$ cat src/rtl/stmtlocals_lane_sum.sv
`default_nettype none
// +--------------------------------------------------------------------------+
// | stmtlocals_lane_sum: folds a LANES*LANE_W word into a LANE_W sum, one      |
// | lane per cycle. Optional macro: STMTLOCALS_SAT_EN (saturating add). Rev 1.0|
// +--------------------------------------------------------------------------+
module stmtlocals_lane_sum #(
  parameter int LANES  = 4,
  parameter int LANE_W = 32
) (
  input  logic                    clk,
  input  logic                    rst_n,
  input  logic                    in_valid,
  output logic                    in_ready,
  input  logic [LANES*LANE_W-1:0] in_data,
  output logic                    out_valid,
  input  logic                    out_ready,
  output logic [LANE_W-1:0]       out_sum,
  output logic                    out_ovf
);

  localparam int IDX_W = (LANES > 1) ? $clog2(LANES) : 1;
  localparam logic [IDX_W-1:0] LAST_IDX = IDX_W'(LANES - 1);

  typedef enum logic [1:0] {
    IDLE = 2'd0,
    SUM  = 2'd1,
    DONE = 2'd2
  } state_t;

  state_t                  state;
  state_t                  state_nxt;
  logic [LANES*LANE_W-1:0] word;
  logic [LANE_W-1:0]       acc;
  logic [LANE_W-1:0]       acc_nxt;
  logic [IDX_W-1:0]        idx;
  logic                    ovf;
  logic                    ovf_nxt;
  logic                    last_lane;

  assign last_lane = (idx == LAST_IDX);

  always_ff @(posedge clk) begin
    if (!rst_n) state <= IDLE;
    else        state <= state_nxt;
  end

  always_comb begin
    state_nxt = state;
    unique case (state)
      IDLE:    if (in_valid)  state_nxt = SUM;
      SUM:     if (last_lane) state_nxt = DONE;
      DONE:    if (out_ready) state_nxt = IDLE;
      default: state_nxt = IDLE;
    endcase
  end

  // Lane increment widened by one bit so a lane of all-ones still carries out.
  always_comb begin : lane_add
    logic [LANE_W:0] tmp;
    logic [LANE_W:0] s;
    logic            carry;
    tmp   = {1'b0, word[idx*LANE_W +: LANE_W]} + (LANE_W+1)'(1);
    s     = {1'b0, acc} + tmp;
    carry = s[LANE_W];
`ifdef STMTLOCALS_SAT_EN
    acc_nxt = carry ? {LANE_W{1'b1}} : s[LANE_W-1:0];
`else
    acc_nxt = s[LANE_W-1:0];
`endif
    ovf_nxt = ovf | carry;
  end

  always_ff @(posedge clk) begin
    if (!rst_n) begin
      word <= '0;
      acc  <= '0;
      idx  <= '0;
      ovf  <= 1'b0;
    end else begin
      unique case (state)
        IDLE: begin
          if (in_valid) begin
            word <= in_data;
            acc  <= '0;
            idx  <= '0;
            ovf  <= 1'b0;
          end
        end
        SUM: begin
          acc <= acc_nxt;
          ovf <= ovf_nxt;
          idx <= last_lane ? '0 : idx + IDX_W'(1);
        end
        default: ;
      endcase
    end
  end

  assign in_ready  = rst_n && (state == IDLE);
  assign out_valid = (state == DONE);
  assign out_sum   = acc;
  assign out_ovf   = ovf;

endmodule
`default_nettype wire

$ cat config.mk
export PLATFORM = sky130hd
export DESIGN_NAME = stmtlocals_lane_sum
export DESIGN_NICKNAME = d
export VERILOG_FILES = /design/src/rtl/stmtlocals_lane_sum.sv
export SDC_FILE = /design/constraint.sdc
export NUM_CORES = 1
export LEC_CHECK = 0
export ABC_AREA = 1
export ABC_CLOCK_PERIOD_IN_PS = 3200
export CAP_MARGIN = 5
export CORE_MARGIN = 3
export CORE_UTILIZATION = 41
export DETAILED_ROUTE_END_ITERATION = 10
export GPL_ROUTABILITY_DRIVEN = 0
export GPL_TIMING_DRIVEN = 0
export PLACE_DENSITY = 0.66
export SYNTH_ARGS = -nofsm -noshare
export SYNTH_HDL_FRONTEND = slang
export SYNTH_SLANG_ARGS = --single-unit
$ cat constraint.sdc
create_clock -name clk -period 3.2 [get_ports clk]
set_input_delay 0.96 -clock clk [delete_from_list [all_inputs] [get_ports clk]]
set_output_delay 0.96 -clock clk [all_outputs]
set_load 0.01 [all_outputs]
==> results.py <==
metrics = {
    "outcome": {
        "status": "complete, no violations",
    },
    "worst_setup_path": {
        "rr_startpoint": "idx[0]",
        "end_kind": "output port",
        "critPathLaunchType": "input port",
        "reg2reg_depth": 18,
        "cp.required_ps": 2240,
        "regToRegSetupSlack_ps": 160,
        "crit_fanout": 9,
        "arrival_ps": 2140,
        "crit_type": "in -> out",
        "r2r_end": "out_sum[31]",
    },
    "timing": {
        "worst_slack_ps": 104,
        "max_freq_mhz": 323,
        "worst_pin_slew_ps": 872,
        "hold_viol": 0,
        "period_needed_ps": 3100,
        "relSlewSlack": 0.419,
        "min_period_over_period": 0.967,
        "fin_skew_ps": 9.36,
        "setup_violations": 0,
        "final-max-slew-violation-count": 0,
    },
    "clock_network": {
        "cts_inserted_buffers": 17,
        "post-cts-setup-buffer-count": 0,
        "cts-root-buf": "clkbuf_16",
        "holdBufCountCts": 0,
        "cts_buffer_depth": 2,
        "htreeDepth": 4,
        "clk_latency_ps": 430,
        "cts.clk_slew.worst_paths_ps": 70,
        "numClockSinks": 165,
        "cts_tree": "done",
    },
    "yosys": {
        "synthTopCellsByArea": "dfxtp_1 37%, nor2_1 15%, o21ai_0 11%",
        "syn_avg_cell_area_um2": 6.43,
        "synth_seq_cells": 165,
        "synth_common_cells": "357 x nor2_1, 249 x nand2_1, 204 x o21ai_0",
        "netlist_instances": 1406,
        "synth_nets": 1572,
        "yosys.area.top_type": "dfxtp_1",
        "synthDistinctLibCells": 35,
        "synth.most_common_cell": "nor2_1",
        "synth_edf_count": 0,
        "ys_warn_count": 0,
        "synth_area_um2": 9030,
        "synth_flop_cell": "dfxtp_1",
        "async_flop_share": 0,
        "seq_area_frac_synth": 0.366,
        "yosys.area.top_type_share": 0.366,
    },
    "routing": {
        "wl_um": 29500,
        "detail_route.wl_per_cell_um": 15.7,
        "drtIter0Drc": 611,
        "routed_via_density": 5.09,
        "dr_total_vias": 9571,
        "firstDrtPassIters": 5,
        "detail-route-antenna-nets": 0,
        "drc": 0,
    },
    "global_routing": {
        "grt-ovfl-total": 0,
        "antenna_found_initial": 0,
        "first_global_vias": 8785,
        "grt_max_degree": 17,
        "grt_pass1_wl_um": 45900,
        "grt_usage": 0.242,
    },
    "power_and_ir_drop": {
        "power_density_nw_per_um2": 491,
        "leakage_uw": 0.00525,
        "ir_drop_v": 0.000322,
    },
    "die": {
        "rows": 53,
        "die_y_um": 154,
        "io_pins": 167,
        "die_w_um": 154,
        "die_area_um2": 23900,
        "initial_utilization": 0.423,
        "core_area_um2": 21400,
    },
    "cells_and_area": {
        "area_delta_synth_final_pct": 29.9,
        "final_cell_count_no_fill": 1879,
        "drive_above_1_share": 0.0892,
        "nets": 1757,
        "num_antenna_cells": 0,
        "n_fill_cell": 2130,
        "multiInputGateArea_um2": 5070,
        "seqCellArea_um2": 3300,
    },
    "placed_design": {
        "place_ws_ps": -600,
        "portBuffers": 166,
        "dp.cells": 1847,
        "post-dp-hpwl_um": 23300,
    },
    "hold_path": {
        "holdCritPathClass": "reg -> reg",
        "whs_path_depth": 2,
        "holdPathEnd": "word[49]",
        "hold_start": "word[49]",
    },
    "flow_run": {
        "maxCapViolCount": 0,
    },
}
[cells by family (layout without fill, tap and decap cells)]
kind of cell,count (synthesis),after routing,share of synthesized area
and+or+nand+nor,699,699,0.318
AOI/OAI and AO/OA,313,313,0.182
buffers and inverters,195,393,0.0863
DFF,165,165,0.366
adders and majority gates,34,34,0.0479
[metrics by stage]
| step | setup TNS (ps) | total power (uW) | hold slack, ps | instance area (um^2) | util |
|---|---|---|---|---|---|
| final | 0 | 5770 | 477 | 11700 | 0.550 |
| after global routing | -17.2 | 6050 | 505 | 11700 | 0.550 |
| after CTS | 0 | 5740 | 482 | 11600 | 0.544 |
| after detailed placement | -627 | 3780 | 466 | 11000 | 0.517 |
| after global placement | -608 | 3760 | 458 | 11000 | 0.517 |
| after floorplan | 0 | 3220 | 449 | 9030 | - |
[cells in the final DEF (no fill, tap or decap), types with 4 or more instances in the layout]
master	instances
dfxtp_1	165
a21oi_1	65
clkbuf_2	4
inv_1	112
clkbuf_16	17
o21ai_0	192
nand3_1	36
o22ai_2	15
nor2_4	4
nor2_1	356
a21oi_2	5
nand4_1	5
nand3_2	11
inv_2	10
nand2_2	20
o21ai_1	11
ha_1	33
clkdlybuf4s50_1	165
nand2_1	248
buf_2	20
clkbuf_1	41
nor2_2	7
nor3_1	4
o22ai_1	16
[per-layer routing]
layer	part of all wire	routed length (um)	GRT usage	vias up
li1	-	-	-	4888
met1	0.45	13300	0.330	4294
met2	0.47	13800	0.400	344
met3	0.063	1870	0.0392	45
met4	0.022	640	0.0648	0
met5	0	0	0	-
[repair_timing]
item                                    4_1_cts  5_1_grt
gates cloned                                  0        0
hold endpoints to repair                      0        0
gates resized for setup                       7       48
endpoints found under the setup margin        4       24
[sequential cells by signal, indices dropped and copies added, names as in the netlist]
register	flops
word	128
out_sum	32
idx	2
state	2
out_ovf	1
[final cells by class]
class / instances / area share
flip-flops and latches: 165 / 0.281
repair buffers: 166 / 0.142
clock buffers: 19 / 0.0377
inverters: 123 / 0.0398
clock inverters: 13 / 0.0100
well taps: 275 / 0.0293
multi-input cells: 1046 / 0.432
plain buffers: 72 / 0.0285
[power breakdown]
| group | leakage (uW) | internal, uW | switching [uW] |
|---|---|---|---|
| Clock | 0.000268 | 1040 | 944 |
| Sequential | 0.00136 | 2230 | 109 |
| Combinational | 0.00362 | 588 | 861 |
| Total | 0.00525 | 3850 | 1910 |
[worst max path at each step]
| stage | start | end | slack (ps) | cells after the start |
|---|---|---|---|---|
| floorplan | idx[0] | out_sum[13] | 820 | 16 |
| global placement | rst_n | in_ready | -610 | 4 |
| detailed placement | rst_n | in_ready | -600 | 4 |
| CTS | idx[0] | out_sum[31] | 10 | 18 |
| global route | idx[0] | out_sum[31] | -10 | 18 |
| finish | rst_n | in_ready | 100 | 4 |
[critical path: stages]
cell and delay (ps):
clkdlybuf4s15_2 280, clkinv_4 120, nor3_2 190, clkdlybuf4s50_1 580
No activity file was read; power rests on OpenSTA's default activity.
